`config.mk`:
```
export PLATFORM = sky130hd
export DESIGN_NAME = branch_predictor
export DESIGN_NICKNAME = d
export VERILOG_FILES = /design/src/rtl/pipeline_reg_pkg.sv /design/src/rtl/sat_counter2.sv /design/src/rtl/branch_predictor.sv
export SDC_FILE = /design/constraint.sdc
export NUM_CORES = 2
export LEC_CHECK = 0
export ABC_AREA = 1
export BUFFER_PORTS_ARGS = -buffer_cell sky130_fd_sc_hd__buf_2
export CAP_MARGIN = 0
export CORE_ASPECT_RATIO = 1.25
export CORE_MARGIN = 10
export CORE_UTILIZATION = 35
export CTS_CLUSTER_DIAMETER = 100
export DETAILED_ROUTE_END_ITERATION = 8
export GPL_TIMING_DRIVEN = 1
export PLACE_DENSITY = 0.56
export SYNTH_ARGS = -nofsm -noshare
export SYNTH_HDL_FRONTEND = slang
export SYNTH_SLANG_ARGS = --single-unit
```
`constraint.sdc`:
```
create_clock -name CLK -period 3.1 [get_ports CLK]
set_input_delay 0.31 -clock CLK [delete_from_list [all_inputs] [get_ports CLK]]
set_output_delay 0.31 -clock CLK [all_outputs]
set_load 0.005 [all_outputs]
```
`src/rtl/pipeline_reg_pkg.sv`:
```
// rtl/pipeline_reg_pkg.sv - shared types and constants for the branch target table
package pipeline_reg_pkg;

    localparam int BPT_IDX_W   = 4;
    localparam int BPT_ENTRIES = 1 << BPT_IDX_W;
    localparam int BPT_TAG_W   = 32 - BPT_IDX_W - 2;

    localparam logic [1:0] BRA_NONE = 2'b00;
    localparam logic [1:0] BRA_BNE  = 2'b01;
    localparam logic [1:0] BRA_BEQ  = 2'b10;

    localparam logic [1:0] CTR_RESET = 2'b01;
    localparam logic [1:0] CTR_ALLOC = 2'b10;

    typedef struct packed {
        logic                 valid;
        logic [BPT_TAG_W-1:0] tag;
        logic [31:0]          target;
        logic [1:0]           ctr;
    } bpt_entry_t;

    function automatic logic [31:0] sat_inc32(input logic [31:0] v);
        return (v == 32'hFFFF_FFFF) ? v : v + 32'd1;
    endfunction

endpackage

```
`src/rtl/sat_counter2.sv`:
```
// rtl/sat_counter2.sv - 2-bit saturating up/down counter next-state function
module sat_counter2 (
    input  logic [1:0] ctr_i,
    input  logic       inc_i,
    output logic [1:0] ctr_o
);

    always_comb begin
        ctr_o = ctr_i;
        if (inc_i) begin
            if (ctr_i != 2'b11) ctr_o = ctr_i + 2'b01;
        end else begin
            if (ctr_i != 2'b00) ctr_o = ctr_i - 2'b01;
        end
    end

endmodule

```
`src/rtl/branch_predictor.sv`:
```
// rtl/branch_predictor.sv - direct-mapped branch target table with EX/MEM training
module branch_predictor
    import pipeline_reg_pkg::*;
#(
    parameter int ENTRIES = BPT_ENTRIES,
    parameter int IDX_W   = BPT_IDX_W,
    parameter int TAG_W   = 32 - IDX_W - 2
) (
    input  logic             CLK,
    input  logic             RST,
    input  logic             stall,
    input  logic [31:0]      lookup_pc,
    output logic             pred_taken,
    output logic [31:0]      pred_target,
    output logic [IDX_W-1:0] pred_index,
    input  logic [1:0]       upd_bra,
    input  logic             upd_zero,
    input  logic [IDX_W-1:0] upd_index,
    input  logic [31:0]      upd_pc,
    input  logic [31:0]      upd_target,
    input  logic             upd_pred_taken,
    output logic             mispredict,
    output logic [31:0]      correct_pc,
    output logic [31:0]      stat_branches,
    output logic [31:0]      stat_mispredicts
);

    bpt_entry_t tbl_q [ENTRIES];
    bpt_entry_t tbl_d [ENTRIES];
    logic [31:0] branches_q, branches_d;
    logic [31:0] mispred_q, mispred_d;

    bpt_entry_t       look_e;
    logic [IDX_W-1:0] look_idx;
    logic             look_hit;

    // Lookup: reset is folded in so fetch never sees a stale prediction mid-reset.
    assign look_idx = lookup_pc[IDX_W+1:2];
    assign look_e   = tbl_q[look_idx];
    assign look_hit = look_e.valid && (look_e.tag == lookup_pc[31:IDX_W+2]);

    assign pred_index  = look_idx;
    assign pred_taken  = !RST && look_hit && look_e.ctr[1];
    assign pred_target = pred_taken ? look_e.target : lookup_pc + 32'd4;

    logic is_br, taken, upd_en, upd_hit;
    bpt_entry_t upd_e;
    logic [1:0] ctr_next;

    assign is_br = (upd_bra == BRA_BNE) || (upd_bra == BRA_BEQ);
    assign taken = ((upd_bra == BRA_BNE) && !upd_zero) ||
                   ((upd_bra == BRA_BEQ) &&  upd_zero);

    assign mispredict = is_br && (taken != upd_pred_taken);
    assign correct_pc = taken ? upd_target : upd_pc + 32'd4;

    assign upd_en  = is_br && !stall;
    assign upd_e   = tbl_q[upd_index];
    assign upd_hit = upd_e.valid && (upd_e.tag == upd_pc[31:IDX_W+2]);

    sat_counter2 u_ctr (
        .ctr_i (upd_e.ctr),
        .inc_i (taken),
        .ctr_o (ctr_next)
    );

    always_comb begin
        tbl_d      = tbl_q;
        branches_d = branches_q;
        mispred_d  = mispred_q;
        if (upd_en) begin
            if (upd_hit) begin
                tbl_d[upd_index].ctr    = ctr_next;
                tbl_d[upd_index].target = upd_target;
            end else if (taken) begin
                tbl_d[upd_index].valid  = 1'b1;
                tbl_d[upd_index].tag    = upd_pc[31:IDX_W+2];
                tbl_d[upd_index].target = upd_target;
                tbl_d[upd_index].ctr    = CTR_ALLOC;
            end
            branches_d = sat_inc32(branches_q);
            if (mispredict) mispred_d = sat_inc32(mispred_q);
        end
    end

    always_ff @(posedge CLK) begin
        if (RST) begin
            for (int i = 0; i < ENTRIES; i++) begin
                tbl_q[i] <= '{valid: 1'b0, tag: '0, target: '0, ctr: CTR_RESET};
            end
            branches_q <= '0;
            mispred_q  <= '0;
        end else begin
            tbl_q      <= tbl_d;
            branches_q <= branches_d;
            mispred_q  <= mispred_d;
        end
    end

    assign stat_branches    = branches_q;
    assign stat_mispredicts = mispred_q;

endmodule

```
* Word level (Yosys, flattened, before mapping)
Cells that the tools add are included.
Storage, ports and cells: output and inout port bits 134, register bits 1040, input port bits 107
Cells by class: add/sub/neg operators 6, multiplexer cells 27, reductions and logical operators 19, equality and inequality tests 8, bitwise logic cells 4, $lt $le $gt $ge 3
Operators by type and width (number):
- $bwmux W976 | 6
- $mux W976 | 2
- $demux W61 S4 | 4
- $bmux W61 S4 | 2
- $mux W61 | 5
- $add A32 B1 Y32 const B | 2
- $add A32 B3 Y32 const B | 2
- $eq A32 B32 Y1 const B | 2
- $mux W32 | 2
- $mux W60 | 1
- $eq A26 B26 Y1 | 2
- $mux W34 | 1
- $ge A5 B5 Y1 const B | 2
- $not A4 Y5 | 2
- $logic_and A1 B1 Y1 | 9
- $mux W2 | 4
- $lt A5 B1 Y1 const B | 1
- $reduce_and A2 Y1 | 2
- $reduce_bool A2 Y1 | 2
- $logic_not A1 Y1 | 3
- $reduce_and A3 Y1 | 1
- $add A2 B1 Y2 const B | 1
- $eq A2 B1 Y1 const B | 1
- $eq A2 B2 Y1 const B | 1
- other kinds (5) | 7

* Longest topological paths before layout
depth after elaboration 11, mapped depth 25, depth with buffers taken out 20

* By module
Synthesis repeated with hierarchy kept, for this count alone.
Second synthesis, totals: cell total of the unflattened synthesis 9988, area total of the unflattened synthesis 57804.2 um^2
By module, submodules not included:
- branch_predictor | times used 1, area each 57779.2 um^2, cells an instance 9982
- sat_counter2 | times used 1, area each 25.0 um^2, cells an instance 6

* Least setup slack after synthesis
Ideal clock, no wire load.
path kind input-to-output, start point in lookup_pc[3], end point out pred_target[17], data required time 2.790 ns, data arrival time 2.522 ns, path slack 0.268 ns, stages on the path 17, cell sequence buf_2 -> buf_2 -> buf_1 -> a21oi_1 -> o21ai_0 -> nand3_1 -> nand3_1 -> nand3_1 -> nand2_1 -> o21ai_0 -> nor3_1 -> nand2_1 -> nor2_1 -> nand2_1 -> buf_2 -> clkbuf_1 -> o21ai_1
Between the ends: cells in the longest elaborated chain, start to end 9, elaborated cells on any way between the ends 10
RTL lines:
- start: declaration | line branch_predictor.sv:12 | input logic [31:0] lookup_pc,
- $not A4 Y5 (not written as such) | line branch_predictor.sv:39 | assign look_e = tbl_q[look_idx];
- $bmux W61 S4 | line branch_predictor.sv:39
- $mux W61 (not written as such) (2 in series) | line branch_predictor.sv:39
- $eq A26 B26 Y1 | line branch_predictor.sv:40 | assign look_hit = look_e.valid && (look_e.tag == lookup_pc[31:IDX_W+2]);
- $logic_and A1 B1 Y1 | line branch_predictor.sv:40
- $logic_and A1 B1 Y1 (2 in series) | line branch_predictor.sv:43 | assign pred_taken = !RST && look_hit && look_e.ctr[1];
- $mux W32 (*) | line branch_predictor.sv:44 | assign pred_target = pred_taken ? look_e.target : lookup_pc + 32'd4;
- end: declaration | line branch_predictor.sv:14 | output logic [31:0] pred_target,
Every way passes the cells marked *; elsewhere a longest branch is shown, timed or not. The select of a mux whose other input is x is not followed.

* Worst setup path in the final report
start point reg tbl_q[665] (netlist bit), end point out pred_target[4]
Between the ends: cells in the longest elaborated chain, start to end 8
RTL lines:
- start: declaration | line branch_predictor.sv:28 | bpt_entry_t tbl_q [ENTRIES];
- start signal: indexed assignment | line branch_predictor.sv:89 | tbl_q[i] <= '{valid: 1'b0, tag: '0, target: '0, ctr: CTR_RESET};
- start signal: assignment | line branch_predictor.sv:94 | tbl_q <= tbl_d;
- $bmux W61 S4 | line branch_predictor.sv:39
- $mux W61 (not written as such) (2 in series) | line branch_predictor.sv:39
- $eq A26 B26 Y1 | line branch_predictor.sv:40
- $logic_and A1 B1 Y1 | line branch_predictor.sv:40
- $logic_and A1 B1 Y1 (2 in series) | line branch_predictor.sv:43
- $mux W32 | line branch_predictor.sv:44
No other way between the ends. The select of a mux whose other input is x is not followed.

==> impl_metrics.json <==
{
  "synth_top_area_share_pct": 35.87,
  "grt_start_max_net_pins": 208,
  "crit_fanout": 8,
  "initialDrtViolationCount": 6593,
  "cts.htree.levels": 3,
  "slew_headroom_pct": 27.81,
  "placed_cells": 12253,
  "power_density_nw_per_um2": 450.0,
  "final-setup-viol-count": 34,
  "required_ns": 2.79,
  "worst-path-buf-inv": 4,
  "syn2layout_area_growth_pct": 22.38,
  "die_x_um": 384.3,
  "grt.total_usage_pct": 25.18,
  "grt.overflow.total": 0,
  "io_pins": 241,
  "instances_no_fill": 12519,
  "clkLatencyLatePin_ns": 0.79,
  "clk_root_buffer_cell": "clkbuf_16",
  "end_kind": "output pin",
  "synthFlopType": "dfxtp_1",
  "start_util_pct": 35.12,
  "min_period_ns": 3.597,
  "die_area_sq_um": 182600,
  "period_share_pct": 116.0,
  "ys_seq_area_share_pct": 35.87,
  "final.setup_skew_ns": 0.05553,
  "slowest_delay_ns": 0.32,
  "core_area_sq_um": 165300,
  "violations": "negative setup slack",
  "synth.avg_cell_area_sq_um": 5.816,
  "tritoncts": "done",
  "worstPathArrival_ns": 3.29,
  "final_area_sq_um": 71040,
  "rsz0062_at_grt": "true",
  "hold_viol": 0,
  "run_status": "complete, but fails checks",
  "crit_type": "reg2out",
  "vias": 63024,
  "cp_common_cell": "nand2_1",
  "core.rowCount": 167,
  "postPlaceCellArea_sq_um": 64990,
  "cpMaxStageDelayCell": "dfxtp_2",
  "nNetsFinal": 10338,
  "synthesis.area_sq_um": 58050,
  "numCtsBuffers": 118,
  "worst-path-stages": 16,
  "synthCells": 9980,
  "clk_pin_slew_worst_paths_ns": 0.06,
  "yosys.cell_types.count": 52,
  "crit_family": "simple AND/OR/NAND/NOR gates",
  "worstRegToRegCells": 20,
  "die_y_um": 475.3,
  "grt_antenna_before_repair": 21,
  "async_flop_share_pct": 0,
  "drive_above_1_share_pct": 12.37,
  "gp_congestion": 0.9771,
  "synth_seq_cells": 1040,
  "cts.sinks": 1040,
  "finalMaxSlewViolations": 0,
  "yosysWarnings": 0,
  "drtPass1Iterations": 6,
  "grt_pass1_wl_um": 356800,
  "min_path_cells": 3,
  "irDropWorstVdd_mv": 0.4701,
  "port_buffers": 240,
  "clockBufferDepth": 3,
  "synth_edf_count": 0,
  "power.leakage_nw": 36.07,
  "hold_class": "in2reg",
  "worstPathCellList": "inv_1, a21oi_1, o21ai_0, nand3_1, nand3_2, nand3_4, xor2_4, nand2_1, nor3_2, nand2_1, nor2_4, nand2_8, buf_12, buf_16, o21ai_4, buf_2",
  "max_freq_mhz": 278.0,
  "setup_ws_ns": -0.4972,
  "syn-num-nets": 10093,
  "hpwlAfterDp_um": 163500,
  "drv_cap": 0,
  "startpoint_type": "flip-flop",
  "grt_pass1_vias": 57031,
  "drcViolationCount": 0,
  "wl_um": 245800,
  "wl_per_cell_um": 19.64,
  "tightestPinTransition_ns": 1.083,
  "ant_nets": 0,
  "routed_via_density": 5.034,
  "synth_top_area_cell": "dfxtp_1",
  "synth_top_cells_by_area": "dfxtp_1 (36%), nand2_1 (19%), nor2_1 (15%), inv_1 (7.2%), a21oi_1 (5.3%)"
}
[final cells by class]
| cell class | instances | area, sq um |
|---|---|---|
| fillers | 17240 | 94240 |
| repair buffers | 837 | 8059 |
| diodes | 6 | 15.01 |
| clock buffers | 182 | 3563 |
| inverters | 1132 | 4292 |
| flip-flops and latches | 1040 | 20860 |
| well taps | 2197 | 2749 |
| multi-input cells | 7096 | 31090 |
| clock inverters | 29 | 416.7 |
[cells in the final DEF, fill, tap and decap left out, types with 9 or more instances in the layout]
cell type,n
nand2_1,2920
nor2_1,2278
inv_1,1090
dfxtp_1,1012
a21oi_1,612
o21ai_0,555
buf_4,394
buf_2,215
nand3_1,204
buf_12,146
clkbuf_16,126
nand4_1,51
xor2_1,49
o21ai_1,48
nor3_1,47
buf_6,41
clkbuf_8,37
nand2_2,34
inv_2,32
a311oi_1,28
dfxtp_2,28
clkbuf_1,27
nand3_2,26
nand2_4,23
dlygate4sd3_1,21
o21ai_4,19
nand3_4,19
nor2_4,16
nor4_1,14
o22ai_1,14
clkinv_2,13
xnor2_1,12
nor2_2,11
nand4_4,9
a22oi_1,9
[per-stage QoR]
stage	worst slack, ns	setup TNS [ns]	hold WS (ns)	util, %	power, mW
6_report	-0.4972	-14.21	0.05107	42.98	31.97
4_1_cts	-0.4773	-13.43	0.0008796	42.35	31.97
2_1_floorplan	0.2680	0	0.4429	-	15.56
3_3_place_gp	-0.8073	-537.09	0.4565	39.32	17.41
5_1_grt	-0.5889	-17.88	0.03961	42.97	32.91
3_5_place_dp	-0.8474	-546.07	0.4610	39.32	17.41
[cell families after synthesis]
family	Yosys count	share of synthesized area (%)
XOR/XNOR	74	1.117
AND/OR/NAND/NOR	5684	38.14
adder cells (fa/ha/maj)	6	0.1293
AO/OA/AOI/OAI	1332	11.90
flip-flops	1040	35.87
buffers and inverters	1844	12.85
[report_power, final]
part | internal [mW] | leakage (nW) | switching (mW) | total (mW)
clock | 8.31 | 1.95 | 6.23 | 14.5
sequential | 13.5 | 8.40 | 0.0462 | 13.5
combinational | 1.22 | 25.7 | 2.70 | 3.92
[worst register-to-register path, stage by stage, from the launching register on]
cell and delay [ns]:
dfxtp_1 0.36, inv_1 0.06, o21ai_0 0.19, nand2_1 0.07
nand2_1 0.06, nand2_1 0.04, nand2_1 0.17, o21ai_0 0.12
nand2_1 0.22, nand2_1 0.08, nor2_1 0.10, nand2_1 0.09
nor2_4 0.22, nand2_4 0.11, buf_6 0.16, nand4_1 0.11
buf_4 0.19, buf_8 0.30, nand2_1 0.10, nand2_1 0.07
nor2_1 0.04
[cell usage after synthesis, types with 6 or more instances]
library cell	number
nand2_1	2975
nor2_1	2300
inv_1	1121
dfxtp_1	1040
a21oi_1	617
o21ai_0	609
clkbuf_1	359
nand3_1	236
buf_2	175
buf_1	126
xor2_1	62
nor3_1	53
nand4_1	51
buf_6	31
a311oi_1	30
o21ai_1	21
buf_4	20
nor4_1	16
o22ai_1	14
nand3_2	13
xnor2_1	12
a22oi_1	9
nand4_2	9
o21bai_1	7
ha_1	6
inv_2	6
nor3b_1	6
or2_2	6
[routing by layer]
metal / track usage (%) / part of all wire, % / vias up
met5: 0 / 0.050 / -
li1: - / - / 30737
met2: 40.74 / 45 / 2685
met3: 4.966 / 9.3 / 486
met4: 9.388 / 4.0 / 22
met1: 32.97 / 42 / 29094
[timing repair]
| action | in CTS | in global routing |
|---|---|---|
| gates cloned | 5 | 12 |
| pin swaps | 37 | 60 |
| buffers inserted | 8 | 22 |
| setup endpoints to repair | 611 | 889 |
| resized for setup | 223 | 191 |
| hold buffers | 21 | 0 |
| hold endpoints to repair | 243 | 0 |
[final timing paths]
| check | slack, ns | startpoint | end |
|---|---|---|---|
| max reg2reg | 0.11 | tbl_q[719] | tbl_q[217] |
| min reg2reg | 0.47 | tbl_q[365] | tbl_q[365] |
| min | 0.05 | upd_target[30] | flip-flop |
| max | -0.50 | tbl_q[665] | pred_target[4] |
Note: power is estimated with default switching activity, not from simulation.
